## config.mk

```make
export PLATFORM = sky130hd
export DESIGN_NAME = cci_mpf_shim_write_fence
export DESIGN_NICKNAME = d
export VERILOG_FILES = /design/src/rtl/cci_mpf_shim_write_fence_pkg.sv /design/src/rtl/cci_mpf_prim_updown_cnt.sv /design/src/rtl/cci_mpf_shim_write_fence.sv
export SDC_FILE = /design/constraint.sdc
export NUM_CORES = 1
export LEC_CHECK = 0
export CAP_MARGIN = 30
export CORE_MARGIN = 2
export CORE_UTILIZATION = 25
export DETAILED_ROUTE_END_ITERATION = 10
export PLACE_DENSITY_LB_ADDON = 0.12
export SLEW_MARGIN = 20
export SYNTH_ARGS = -nofsm -noshare
export SYNTH_HDL_FRONTEND = slang
export SYNTH_SLANG_ARGS = --single-unit
```

## constraint.sdc

```tcl
create_clock -name clk -period 5.9 [get_ports clk]
set_input_delay 0.885 -clock clk [delete_from_list [all_inputs] [get_ports clk]]
set_output_delay 0.885 -clock clk [all_outputs]
set_load 0.1 [all_outputs]
```

## src/rtl/cci_mpf_shim_write_fence_pkg.sv

```systemverilog
`default_nettype none
// +----------------------------------------------------------------------+
// | cci_mpf_shim_write_fence_pkg                                          |
// | Shared types for the write-fence shim and its counter.               |
// | Rev 1.0                                                               |
// +----------------------------------------------------------------------+
package cci_mpf_shim_write_fence_pkg;

   localparam int c_DEF_MAX_OUTSTANDING = 256;
   localparam int c_DEF_CNT_BITS        = $clog2(c_DEF_MAX_OUTSTANDING + 1);
   localparam int c_MDATA_BITS          = 13;

   typedef logic [c_MDATA_BITS-1:0]   t_cci_mdata;
   typedef logic [c_DEF_CNT_BITS-1:0] t_write_fence_cnt;

   typedef enum logic [1:0] {
      IDLE  = 2'd0,
      DRAIN = 2'd1,
      RESP  = 2'd2
   } t_write_fence_state;

endpackage
`default_nettype wire

```

## src/rtl/cci_mpf_prim_updown_cnt.sv

```systemverilog
`default_nettype none
// +----------------------------------------------------------------------+
// | cci_mpf_prim_updown_cnt                                               |
// | Saturating counter: one increment, two decrements, optional load.    |
// | Rev 1.0                                                               |
// +----------------------------------------------------------------------+
module cci_mpf_prim_updown_cnt #(
   parameter int MAX_VAL = 256,
   parameter int W       = $clog2(MAX_VAL + 1)
) (
   input  logic         clk,
   input  logic         reset,
   input  logic         i_load,
   input  logic [W-1:0] i_load_val,
   input  logic         i_inc,
   input  logic         i_dec0,
   input  logic         i_dec1,
   output logic [W-1:0] o_cnt,
   output logic [W-1:0] o_next,
   output logic         o_underflow,
   output logic         o_overflow
);

   logic [W-1:0] r_cnt;
   logic [W:0]   w_up;
   logic [W:0]   w_down;
   logic [W:0]   w_diff;

   // One extra bit lets the +1 and -2 extremes be compared without wrap
   assign w_up        = {1'b0, r_cnt} + {{W{1'b0}}, i_inc};
   assign w_down      = {{W{1'b0}}, i_dec0} + {{W{1'b0}}, i_dec1};
   assign w_diff      = w_up - w_down;
   assign o_underflow = (w_down > w_up);
   assign o_overflow  = !o_underflow && (w_diff > (W+1)'(MAX_VAL));
   assign o_next      = o_underflow ? '0 :
                        o_overflow  ? W'(MAX_VAL) : w_diff[W-1:0];

   always_ff @(posedge clk) begin
      if (reset) begin
         r_cnt <= '0;
      end else if (i_load) begin
         r_cnt <= i_load_val;
      end else begin
         r_cnt <= o_next;
      end
   end

   assign o_cnt = r_cnt;

endmodule
`default_nettype wire

```

## src/rtl/cci_mpf_shim_write_fence.sv

```systemverilog
`default_nettype none
// +----------------------------------------------------------------------+
// | cci_mpf_shim_write_fence                                              |
// | Write fence over in-order write responses. Optional checking via     |
// | CCI_MPF_SHIM_WRITE_FENCE_CHECK_EN (sticky err_flag + assertions).     |
// | Rev 1.0                                                               |
// +----------------------------------------------------------------------+
module cci_mpf_shim_write_fence
   import cci_mpf_shim_write_fence_pkg::*;
#(
   parameter int MAX_OUTSTANDING = 256,
   parameter int ALM_FULL_SLACK  = 8,
   parameter int CNT_BITS        = $clog2(MAX_OUTSTANDING + 1)
) (
   input  logic                clk,
   input  logic                reset,
   input  logic                i_wr_req_valid,
   input  logic                i_fence_req_valid,
   input  t_cci_mdata          i_fence_req_mdata,
   output logic                o_fence_ready,
   input  logic                i_c0_wr_rsp_valid,
   input  logic                i_c1_wr_rsp_valid,
   output logic                o_fence_rsp_valid,
   output t_cci_mdata          o_fence_rsp_mdata,
   output logic                o_wr_alm_full,
   output logic [CNT_BITS-1:0] o_outstanding,
   output logic                o_err_flag
);

   t_write_fence_state  r_state;
   logic                r_rsp_valid;
   t_cci_mdata          r_rsp_mdata;
   logic [CNT_BITS-1:0] w_out_next;
   logic [CNT_BITS-1:0] w_drain_next;
   logic [CNT_BITS-1:0] w_drain_cnt;
   logic                w_out_uflow;
   logic                w_out_oflow;
   logic                w_drain_uflow;
   logic                w_drain_oflow;
   logic                w_fence_acc;
   logic                w_in_drain;

   assign w_fence_acc = (r_state == IDLE) && i_fence_req_valid;
   assign w_in_drain  = (r_state == DRAIN);

   cci_mpf_prim_updown_cnt #(.MAX_VAL(MAX_OUTSTANDING), .W(CNT_BITS)) u_outstanding (
      .clk         (clk),
      .reset       (reset),
      .i_load      (1'b0),
      .i_load_val  ({CNT_BITS{1'b0}}),
      .i_inc       (i_wr_req_valid),
      .i_dec0      (i_c0_wr_rsp_valid),
      .i_dec1      (i_c1_wr_rsp_valid),
      .o_cnt       (o_outstanding),
      .o_next      (w_out_next),
      .o_underflow (w_out_uflow),
      .o_overflow  (w_out_oflow)
   );

   // Drain starts at the post-cycle outstanding count, so a write in the
   // fence cycle is ordered ahead of the fence; later writes never count.
   cci_mpf_prim_updown_cnt #(.MAX_VAL(MAX_OUTSTANDING), .W(CNT_BITS)) u_drain (
      .clk         (clk),
      .reset       (reset),
      .i_load      (w_fence_acc),
      .i_load_val  (w_out_next),
      .i_inc       (1'b0),
      .i_dec0      (i_c0_wr_rsp_valid & w_in_drain),
      .i_dec1      (i_c1_wr_rsp_valid & w_in_drain),
      .o_cnt       (w_drain_cnt),
      .o_next      (w_drain_next),
      .o_underflow (w_drain_uflow),
      .o_overflow  (w_drain_oflow)
   );

   always_ff @(posedge clk) begin
      if (reset) begin
         r_state     <= IDLE;
         r_rsp_valid <= 1'b0;
         r_rsp_mdata <= '0;
      end else begin
         r_rsp_valid <= 1'b0;
         case (r_state)
            IDLE: begin
               if (i_fence_req_valid) begin
                  r_rsp_mdata <= i_fence_req_mdata;
                  if (w_out_next == '0) begin
                     r_state     <= RESP;
                     r_rsp_valid <= 1'b1;
                  end else begin
                     r_state <= DRAIN;
                  end
               end
            end
            DRAIN: begin
               if (w_drain_next == '0) begin
                  r_state     <= RESP;
                  r_rsp_valid <= 1'b1;
               end
            end
            RESP:    r_state <= IDLE;
            default: r_state <= IDLE;
         endcase
      end
   end

   assign o_fence_ready     = (r_state == IDLE);
   assign o_fence_rsp_valid = r_rsp_valid;
   assign o_fence_rsp_mdata = r_rsp_mdata;
   assign o_wr_alm_full     = (o_outstanding >= CNT_BITS'(MAX_OUTSTANDING - ALM_FULL_SLACK));

   // A dual response against drain=1 legitimately saturates the drain counter
   logic w_unused_drain;
   assign w_unused_drain = ^{w_drain_cnt, w_drain_uflow, w_drain_oflow};

`ifdef CCI_MPF_SHIM_WRITE_FENCE_CHECK_EN
   logic r_err;
   logic w_bad_fence;

   assign w_bad_fence = i_fence_req_valid && (r_state != IDLE);

   always_ff @(posedge clk) begin
      if (reset) begin
         r_err <= 1'b0;
      end else if (w_out_uflow || w_out_oflow || w_bad_fence) begin
         r_err <= 1'b1;
      end
   end

   assign o_err_flag = r_err;

`ifndef SYNTHESIS
   always_ff @(posedge clk) begin
      if (!reset) begin
         assert (!w_out_uflow) else $error("write fence: outstanding underflow");
         assert (!w_out_oflow) else $error("write fence: outstanding overflow");
         assert (!w_bad_fence) else $error("write fence: fence while not ready");
      end
   end
`endif
`else
   assign o_err_flag = 1'b0;

   logic w_unused_chk;
   assign w_unused_chk = ^{w_out_uflow, w_out_oflow};
`endif

endmodule
`default_nettype wire

```

==> metrics.md, run 1 <==
| Metric | Value |
|---|---|
| Core area | 7767 um^2 |
| Remaining Overflow, GRT | 0 |
| EDFF count, synth | 0 |
| Largest cells by area after synthesis | dfxtp_1, nand2_1, ha_1 |
| NetSw | 775.0 uW |
| Crit end category | register |
| YS warnings | 0 |
| Total GRT Usage | 0.1128 |
| Max Cap Viol | 0 |
| CP delay by family, top | compound AO/OA/AOI/OAI gates |
| Share of the synthesized area in the top cell type | 0.3364 |
| Static Leakage | 0.0009390 uW |
| Cell Count, Final, Fillers Out | 376 |
| Crit path launch type | primary input |
| Maximum VDD drop | 0.2271 mV |
| DRC Markers | 0 |
| CTS H-tree lvls | 2 |
| Post-DP HPWL | 3505 um |
| Slowest CP cell | o21bai_2 |
| Critical path class | in2reg |
| Slew HR | 0.3358 |
| P_int | 708.7 uW |
| Final setup vio count | 0 |
| Final nets | 302 |
| Least-Margin Pin Slew | 0.9932 ns |
| PortBufs | 43 |
| Hold Crit Class | reg2reg |
| CP max FO | 16 |
| Initial Utilization | 0.2605 |
| Synth Instances | 238 |
| Part of the power in combinational logic | 0.630 |
| IO Count | 45 |
| Total number of vias | 1,733 |
| Final hold vios | 0 |
| Power density over cell area | 573.1 nW/um^2 |
| Post-synth top flop | dfxtp_1 |
| CP Buf/Inv Count | 1 |
| Clock sink total | 34 |
| Tcrit/Tclk final | 0.7206 |
| Outcome | finished clean |
| Most frequent cells in the layout | clkdlybuf4s50_1, nand2_1, dfxtp_1 |
| Die Area | 8828 um^2 |
| Clock latency at the later pin of the worst-skew pair | 0.28 ns |
| Fin Clk Skew | 0.004543 ns |
| CP Cell Sequence | clkdlybuf4s50_1, ha_1, ha_1, fa_1, nand2b_1, o311ai_0, a21boi_0, o211ai_1, nor3b_2, o21bai_2, o32ai_1 |
| Max incr delay on CP | 0.58 ns |
| Clock power frac | 0.121 |
| Max Slew Vio Count | 0 |
| Clock transition at path regs | 0.07 ns |
| Fin crit period | 4.251 ns |
| Crit path top cell by count | ha_1 |
| CTS root buf | clkbuf_8 |
| Initial antenna violation count | 0 |
| Post-CTS Hold Buffers | 0 |
| Synth cell types | 56 |
| CTS resizes | 0 |
| Post-synth net total | 267 |
| Most common cell after layout, fill and taps aside | clkdlybuf4s50_1 |
| Drt initial violations | 82 |
| FMAX | 235.2 MHz |
| Switching Fraction | 0.5224 |
| Part of the power in registers | 0.250 |
| Register area share after synthesis | 0.3364 |
| CTS Buf Count | 5 |
| Post-route setup slack | 1.649 ns |
| Drt first pass iters | 4 |
| Post-CTS Setup Bufs | 0 |
| Global-route wire length before repair | 7859 um |
| Synth Register Bits | 34 |
| DR WL/cell | 12.68 um |
| Post-place setup slack | 1.269 ns |
| Async set-or-reset flop fraction in the synthesized netlist | 0 |
| Total routed wirelength | 4766 um |
| Biggest area consumer among synthesized cells | dfxtp_1 |
| Share of cells above drive strength 1 | 0.05839 |
| Synth Cell Area | 2023 um^2 |
| Placed Cells | 368 |
| FP Rows | 32 |
| Mean Syn Cell Area | 8.501 um^2 |
| WP data arrival | 4.39 ns |
| Vias in the first global route | 1,577 |
| CP required | 6.04 ns |
| Setup TNS | 0 ns |
| Final ANT Viol Nets | 0 |
| Clock buffer depth | 2 |
| Largest net degree at the start of global routing | 23 |
| Routability cong. | 0.7487 |
| Layout area overhead | 27.95% |
| # diodes | 0 |
| Vias per inst | 4.609 |
| Chip height | 93.96 um |
| RSZ-0062 raised after global routing | false |
| Die Wd | 93.96 um |
| TritonCTS clock tree | built |
==> tightest hold or removal path, stage by stage (launching register included) <==
cell and delay (ns):
dfxtp_1 0.31, nand2_1 0.05, a21oi_1 0.05
==> path summary, 6_finish.rpt <==
check | from | to | slack, ns | cells past startpoint
worst max-delay path | i_wr_req_valid | u_drain.o_cnt[4]$_SDFF_PP0_ | 1.65 | 11
worst min-delay path | o_fence_rsp_mdata[1]$_SDFFE_PP0P_ | o_fence_rsp_mdata[1]$_SDFFE_PP0P_ | 0.46 | 2
worst max register to register | u_outstanding.o_cnt[0]$_SDFF_PP0_ | u_drain.o_cnt[4]$_SDFF_PP0_ | 2.36 | 10
worst min register to register | o_fence_rsp_mdata[1]$_SDFFE_PP0P_ | o_fence_rsp_mdata[1]$_SDFFE_PP0P_ | 0.46 | 2
==> metrics by stage <==
stage	power, uW	area [um^2]	util	hold slack [ns]
floorplan	1129	2023	-	0.5268
detailed placement	1317	2497	0.3215	0.4496
global route	1593	2589	0.3333	0.4835
finish	1484	2589	0.3333	0.4559
CTS	1503	2589	0.3333	0.4572
global placement	1322	2497	0.3215	0.4422
==> power groups by stage <==
stage                     clock [uW]  combinational, uW  sequential (uW)
final                            179                934              370
after global routing             195               1020              382
after CTS                        186                947              371
after detailed placement           0                943              374
after global placement             0                946              376
after floorplan                    0                552              577
==> logic make-up (layout without fill, tap and decap cells) <==
family                   count (synthesis)  after routing  synth area share
AND/OR/NAND/NOR                        104            104            0.2579
adder cells (fa/ha/maj)                 10             10           0.06927
other                                    1              1          0.001854
multiplexers                             4              4           0.02041
buffers and inverters                   22             58           0.05442
XOR/XNOR                                16             16           0.08226
AO/OA/AOI/OAI                           47             47            0.1775
flip-flops                              34             34            0.3364
==> registers in the layout, indices dropped and copies added, names as in the netlist <==
signal               flops
r_state                  2
o_fence_rsp_valid        1
u_drain.o_cnt            9
o_fence_rsp_mdata       13
u_outstanding.o_cnt      9
==> per-layer routing <==
| layer | up-vias | GRT usage | part of all wire | wire (um) |
|---|---|---|---|---|
| met5 | - | 0 | 0 | 0 |
| met4 | 0 | 0.03986 | 0.014 | 68 |
| met3 | 5 | 0.02408 | 0.034 | 163 |
| met2 | 28 | 0.1673 | 0.44 | 2112 |
| met1 | 802 | 0.1604 | 0.51 | 2421 |
| li1 | 898 | - | - | - |
==> final cells by class <==
type / count / area, um^2
inverter: 7 / 26.28
sequential: 34 / 680.7
multi-input combinational: 182 / 1232
tap: 102 / 127.6
clock buffer: 7 / 86.33
clock inverter: 1 / 5.005
fill: 826 / 5179
timing repair buffer: 43 / 430.4
==> cells in the mapped netlist, types with 2 or more instances <==
library cell / count
xor2_1: 7
nand4b_1: 2
nand3_1: 5
nor2b_1: 2
nand3b_1: 3
nor2_1: 24
clkbuf_1: 7
o21ai_0: 3
xnor2_1: 7
nand2_1: 37
mux2i_1: 3
nor3_1: 3
and3_1: 3
ha_1: 8
buf_2: 4
nand2b_1: 6
and2_1: 5
a21oi_1: 15
inv_1: 7
fa_1: 2
o32ai_2: 2
a22oi_1: 2
dfxtp_1: 34
o22ai_1: 2
buf_6: 2
buf_4: 2
o32ai_1: 8
nand4_1: 4
a31oi_1: 2
Power figures use the tool's default switching activity.
==> run 2, diff against run 1 <==
- clock period: 5.9 -> 4.3 ns (I/O delays scaled with it)
==> run 2 against run 1 <==
Effect of this change:
- sequential power is 38% higher
- via count is 0.35% higher
- flip-flop and latch count stayed put
- die area stayed put
- largest power group unchanged
- highest routed layer unchanged
==> metrics.md, run 2 (synthesis results as in run 1) <==
| Metric | Value |
|---|---|
| Drt first pass iters | 4 (unchanged) |
| Max incr delay on CP | 0.46 ns (-0.12 ns) |
| IO Count | 45 (unchanged) |
| Post-DP HPWL | 3625 um (+3.4%) |
| Crit path launch type | primary input |
| Static Leakage | 0.0009580 uW (+2.0%) |
| Tcrit/Tclk final | 0.8345 |
| Max Slew Vio Count | 0 (unchanged) |
| Max reg flops | 13 (unchanged) |
| Vias per inst | 4.576 (-0.71%) |
| Worst Hold Launch | o_fence_rsp_mdata[8]$_SDFFE_PP0P_ |
| Global-route wire length before repair | 8121 um (+3.3%) |
| Share of cells above drive strength 1 | 0.07194 (+0.01355) |
| PortBufs | 43 (unchanged) |
| Drt initial violations | 74 (-9.8%) |
| Total power | 2062 uW (+39%) |
| Top routing layer used | met4 |
| Final nets | 306 (+1.3%) |
| Clock latency at the later pin of the worst-skew pair | 0.28 ns (about the same) |
| Post-CTS Setup Bufs | 0 (unchanged) |
| Worst r2r src | u_outstanding.o_cnt[0]$_SDFF_PP0_ |
| Outcome | finished clean |
| WHS | 0.4553 ns (-0.0005790 ns) |
| Power density over cell area | 787.5 nW/um^2 (+37%) |
| Met3 WL post-DR | 168 um (+3.1%) |
| Met2 Routed Length | 2185 um (+3.5%) |
| Post-CTS Hold Buffers | 0 (unchanged) |
| Crit. path cell count | 12 (+1) |
| Vias in the first global route | 1,707 (+8.2%) |
| Slowest CP cell | fa_1 |
| Total routed wirelength | 4901 um (+2.8%) |
| FMAX | 278.7 MHz |
| Core area | 7767 um^2 (unchanged) |
| Remaining Overflow, GRT | 0 (unchanged) |
| Least-Margin Pin Slew | 0.9955 ns (+0.002268 ns) |
| Initial antenna violation count | 0 (unchanged) |
| DR WL/cell | 12.90 um (+1.8%) |
| Die Area | 8828 um^2 (unchanged) |
| WP data arrival | 3.77 ns (-0.62 ns) |
| Die Wd | 93.96 um (unchanged) |
| Worst Hold Depth | 2 (unchanged) |
| Critical path class | in2reg |
| Clock sink total | 34 (unchanged) |
| Final ANT Viol Nets | 0 (unchanged) |
| Total GRT Usage | 0.1165 (+0.003742) |
| Clock transition at path regs | 0.07 ns (about the same) |
| Layout area overhead | 29.44% |
| CTS Buf Count | 5 (unchanged) |
| Chip height | 93.96 um (unchanged) |
| # diodes | 0 (unchanged) |
| Hold Path End | o_fence_rsp_mdata[8]$_SDFFE_PP0P_ |
| Most frequent cells in the layout | clkdlybuf4s50_1, nand2_1, dfxtp_1 |
| CTS resizes | 0 (unchanged) |
| Initial Utilization | 0.2605 (unchanged) |
| CTS root buf | clkbuf_8 |
| Setup TNS | 0 ns (unchanged) |
| TritonCTS clock tree | built |
| Most common cell after layout, fill and taps aside | clkdlybuf4s50_1 |
| FP Rows | 32 (unchanged) |
| Fin crit period | 3.588 ns |
| RSZ-0062 raised after global routing | false |
| Worst R2R Setup Slack | 1.19 ns (-1.17 ns) |
| CP required | 4.48 ns (-1.56 ns) |
| DRC Markers | 0 (unchanged) |
| Crit path top cell by count | ha_1 |
| Final setup vio count | 0 (unchanged) |
| Total number of vias | 1,739 (+0.35%) |
| Max Cap Viol | 0 (unchanged) |
| CP delay by family, top | adder cells |
| Final hold vios | 0 (unchanged) |
| Crit end category | register |
| Slew HR | 0.3343 (-0.001517) |
| CP Cell Sequence | clkdlybuf4s50_1, ha_1, ha_1, fa_1, nand2b_1, o311ai_0, and3_1, nand2_1, o221ai_1, o21bai_2, buf_4, o32ai_1 |
| Metal-1 WL | 2516 um (+3.9%) |
| Largest net degree at the start of global routing | 23 (unchanged) |
| Clock buffer depth | 2 (unchanged) |
| FF-to-FF path depth | 11 (+1) |
| Fin Clk Skew | 0.006122 ns (+0.001579 ns) |
| CP max FO | 9 (-7) |
| Reg-to-reg endpoint | u_drain.o_cnt[1]$_SDFF_PP0_ |
| CTS H-tree lvls | 2 (unchanged) |
| Routability cong. | 0.7565 (+1.0%) |
| Maximum VDD drop | 0.2397 mV (+5.6%) |
| CP Buf/Inv Count | 2 (+1) |
| Hold Crit Class | reg2reg |
[run 2: cell types whose count changed in the layout (fill, tap and decap cells not counted)]
cell / delta
buf_4: +4
[run 2: worst register-to-register path, delay by kind of cell, from the launching register on]
kind | cells | cell delay [ns]
AOI/OAI and AO/OA | 4 | 1.00
buffers and inverters | 1 | 0.17
DFF | 1 | 0.32
and+or+nand+nor | 3 | 0.55
adders and majority gates | 3 | 0.97
[run 2: worst max path at each step]
stage                                                  from                           endpoint  slack [ns]
final                                        i_wr_req_valid        u_drain.o_cnt[1]$_SDFF_PP0_        0.71
after floorplan           u_outstanding.o_cnt[0]$_SDFF_PP0_        u_drain.o_cnt[2]$_SDFF_PP0_        0.54
after detailed placement                     i_wr_req_valid        u_drain.o_cnt[7]$_SDFF_PP0_        0.39
after global routing                         i_wr_req_valid  u_outstanding.o_cnt[3]$_SDFF_PP0_        0.37
after global placement                       i_wr_req_valid        u_drain.o_cnt[1]$_SDFF_PP0_        0.39
after CTS                                    i_wr_req_valid        u_drain.o_cnt[7]$_SDFF_PP0_        0.69
[run 2: final cells by class]
cell class / count / area (um^2)
fillers: 878 / 5149
clock inverters: 1 / 5.005
multi-input cells: 182 / 1232
flip-flops and latches: 34 / 680.7
inverters: 7 / 26.28
well taps: 102 / 127.6
repair buffers: 47 / 460.4
clock buffers: 7 / 86.33
[run 2: through the flow]
step                      cells    util  setup WS (ns)  instance area [um^2]
after CTS                   380  0.3371         0.6853                  2619
after global routing        380  0.3371         0.3715                  2619
final                       380  0.3371         0.7116                  2619
after floorplan             238       -         0.5357                  2023
after global placement      372  0.3254         0.3855                  2527
after detailed placement    372  0.3254         0.3866                  2527
[run 2: routing by layer]
metal  track usage  vias up
met5             0        -
met4       0.03261        0
met3       0.03050        2
met2        0.1774       24
met1        0.1621      802
li1              -      911
[run 2: report_power, final]
group	leakage [uW]	internal [uW]	total, uW	switching [uW]
Clock	0.0000482	129	242	113
Combinational	0.000631	449	1310	862
Sequential	0.000279	410	509	99.6
==> run 3, diff against run 2 <==
- clock period: 4.3 -> 3.13 ns (I/O delays scaled with it)
==> run 3 against run 2 <==
Effect of this change:
- routed wire length is 2.5% higher
- sequential power rose by 39%
- register-to-register slack got worse by 0.93 ns
- clock power rose by 39%
- clock skew is 0.0019 ns lower
- global-route usage increased by 0.83 points
- count of clock-buffer cells in the layout shrank 1
- critical endpoint is now u_drain.o_cnt[4]$_SDFF_PP0_
- largest cell class unchanged
- largest power group unchanged
- highest routed layer unchanged
==> metrics.md, run 3 (synthesis results as in run 1) <==
| Metric | Value |
|---|---|
| Outcome | finished clean |
| Fin util | 0.3771 (+0.03995) |
| Maximum VDD drop | 0.3338 mV (+39%) |
| Part of the power in registers | 0.223 (-0.024) |
| CTS Buf Count | 5 (unchanged) |
| Met3 Track Usage GR | 0.02327 (-0.007223) |
| WHS | 0.4544 ns (-0.0009110 ns) |
| Die Wd | 93.96 um (unchanged) |
| Vias per inst | 4.534 (-0.92%) |
| P_int | 1606 uW (+63%) |
| FMAX | 335.6 MHz |
| Max Slew Vio Count | 0 (unchanged) |
| Worst Hold Launch | o_fence_rsp_mdata[8]$_SDFFE_PP0P_ |
| Most common cell after layout, fill and taps aside | buf_4 |
| FF-to-FF path depth | 12 (+1) |
| Post-place setup slack | -0.4672 ns (-0.8538 ns) |
| Max reg flops | 13 (unchanged) |
| Drt initial violations | 54 (-27%) |
| GR Layer Usage met1 | 0.1597 (-0.002364) |
| Post-route setup slack | 0.1505 ns (-0.5612 ns) |
| Power density over cell area | 1079 nW/um^2 (+37%) |
| Max Cap Viol | 0 (unchanged) |
| Hold Crit Class | reg2reg |
| Worst R2R Setup Slack | 0.26 ns (-0.93 ns) |
| Static Leakage | 0.001202 uW (+25%) |
| Clock buffer depth | 2 (unchanged) |
| CTS root buf | clkbuf_8 |
| Fin area | 2929 um^2 (+12%) |
| Critical path class | in2reg |
| Share of cells above drive strength 1 | 0.2987 (+0.2268) |
| Worst r2r src | u_outstanding.o_cnt[0]$_SDFF_PP0_ |
| Layout area overhead | 44.77% |
| Die Area | 8828 um^2 (unchanged) |
| Switching Fraction | 0.4917 (-0.02952) |
| Reg-to-reg endpoint | u_drain.o_cnt[4]$_SDFF_PP0_ |
| TritonCTS clock tree | built |
| CP required | 3.32 ns (-1.16 ns) |
| Tcrit/Tclk final | 0.9519 |
| Post-CTS Hold Buffers | 0 (unchanged) |
| Post-DP HPWL | 3811 um (+5.1%) |
| Least-Margin Pin Slew | 0.8247 ns (-0.1708 ns) |
| Flip-flop and latch area | 685.7 um^2 (+0.74%) |
| RSZ-0062 raised after global routing | false |
| Clock power frac | 0.106 (-0.012) |
| Crit end category | register |
| Slew HR | 0.4489 (+0.1146) |
| Fill cell count | 841 (-4.2%) |
| Area taken by multi-input logic gates | 1339 um^2 (+8.6%) |
| Largest net degree at the start of global routing | 23 (unchanged) |
| Placed Cells | 398 (+7.0%) |
| Met2 global-route usage | 0.2083 (+0.03095) |
| Hold Path End | o_fence_rsp_mdata[8]$_SDFFE_PP0P_ |
| FP Rows | 32 (unchanged) |
| Fin Clk Skew | 0.004271 ns (-0.001851 ns) |
| DR WL/cell | 12.25 um (-5.0%) |
| Worst Hold Depth | 2 (unchanged) |
| Clock transition at path regs | 0.07 ns (about the same) |
| Total GRT Usage | 0.1248 (+0.008312) |
| # diodes | 0 (unchanged) |
| Routability cong. | 0.7642 (+1.0%) |
| Final hold vios | 0 (unchanged) |
| Final setup vio count | 0 (unchanged) |
| Crit path launch type | primary input |
| WP data arrival | 3.17 ns (-0.60 ns) |
| Drt first pass iters | 4 (unchanged) |
| Global-route wire length before repair | 8769 um (+8.0%) |
| Chip height | 93.96 um (unchanged) |
| CP max FO | 7 (-2) |
| Initial Utilization | 0.2605 (unchanged) |
| Remaining Overflow, GRT | 0 (unchanged) |
| Final nets | 336 (+9.8%) |
| Total routed wirelength | 5022 um (+2.5%) |
| Part of the power in combinational logic | 0.670 (+0.034) |
| NetSw | 1553 uW (+45%) |
| Vias in the first global route | 1,906 (+12%) |
| Initial antenna violation count | 0 (unchanged) |
| Most frequent cells in the layout | buf_4, nand2_1, dfxtp_1 |
| Fin crit period | 2.980 ns |
| Total number of vias | 1,859 (+6.9%) |
| IO Count | 45 (unchanged) |
| Cell Area, Placed | 2690 um^2 (+6.4%) |
| Clock sink total | 34 (unchanged) |
| Core area | 7767 um^2 (unchanged) |
| Final ANT Viol Nets | 0 (unchanged) |
| CTS H-tree lvls | 2 (unchanged) |
| Cell Count, Final, Fillers Out | 410 (+7.9%) |
| Busiest grt layer | met2 |
| PortBufs | 43 (unchanged) |
| Clock latency at the later pin of the worst-skew pair | 0.28 ns (about the same) |
| DRC Markers | 0 (unchanged) |
## run 3: cell types whose count changed in the layout (fill, tap and decap cells not counted), moves of 3 or more
| cell | previous run | this run |
|---|---|---|
| clkdlybuf4s50_1 | 43 | 15 |
| buf_4 | 4 | 56 |
| ha_1 | 8 | 4 |
| dlygate4sd2_1 | 0 | 3 |
## run 3: through the flow
stage               setup TNS (ns)  total power (uW)
floorplan                        0              2136
global placement            -7.430              2715
detailed placement          -8.115              2711
CTS                              0              3189
global route                     0              3406
finish                           0              3159
## run 3: final cells by class
cell class / instances / area share
inverter: 7 / 0.008971
tap: 102 / 0.04357
sequential: 34 / 0.2341
timing repair buffer: 77 / 0.2238
multi-input combinational: 182 / 0.4571
clock inverter: 2 / 0.004272
clock buffer: 6 / 0.02819
## run 3: critical path, cell delays in order
cell and delay [ns]:
dlygate4sd2_1 0.26, ha_4 0.16, ha_2 0.30, fa_2 0.45
buf_6 0.15, xor2_2 0.14, o2111a_1 0.20, and3_4 0.17
o211ai_1 0.11, nor3b_2 0.25, o21bai_4 0.14, buf_12 0.15
o32ai_2 0.22
## run 3: power by group through the flow
stage	sequential, uW	combinational [uW]	clock [uW]
after floorplan	1090	1040	0
after global placement	716	2000	0
after detailed placement	711	2000	0
after CTS	705	2130	355
after global routing	731	2310	369
final	706	2120	336
## run 3: worst max-delay path by stage
stage               depth (start not counted)  slack [ns]                     endpoint                              start
global placement                           13       -0.46  u_drain.o_cnt[4]$_SDFF_PP0_                     i_wr_req_valid
floorplan                                  10        0.02  u_drain.o_cnt[2]$_SDFF_PP0_  u_outstanding.o_cnt[1]$_SDFF_PP0_
finish                                     13        0.15  u_drain.o_cnt[4]$_SDFF_PP0_                     i_wr_req_valid
global route                               13        0.03  u_drain.o_cnt[4]$_SDFF_PP0_                     i_wr_req_valid
CTS                                        13        0.12  u_drain.o_cnt[4]$_SDFF_PP0_                     i_wr_req_valid
detailed placement                         12       -0.47  u_drain.o_cnt[4]$_SDFF_PP0_                     i_wr_req_valid
## run 3: what timing repair did
| action | CTS | global route |
|---|---|---|
| cloned | 1 | 0 |
| pin swaps | 12 | 5 |
| hold endpoints to repair | 0 | 0 |
| gates resized for setup | 18 | 5 |
| setup endpoints to repair | 18 | 10 |
| setup buffers | 3 | 0 |
## run 3: routing by layer
layer,part of all wire,wire length [um]
met5,0,0
met4,0.014,70
met3,0.034,172
met2,0.48,2409
met1,0.47,2369
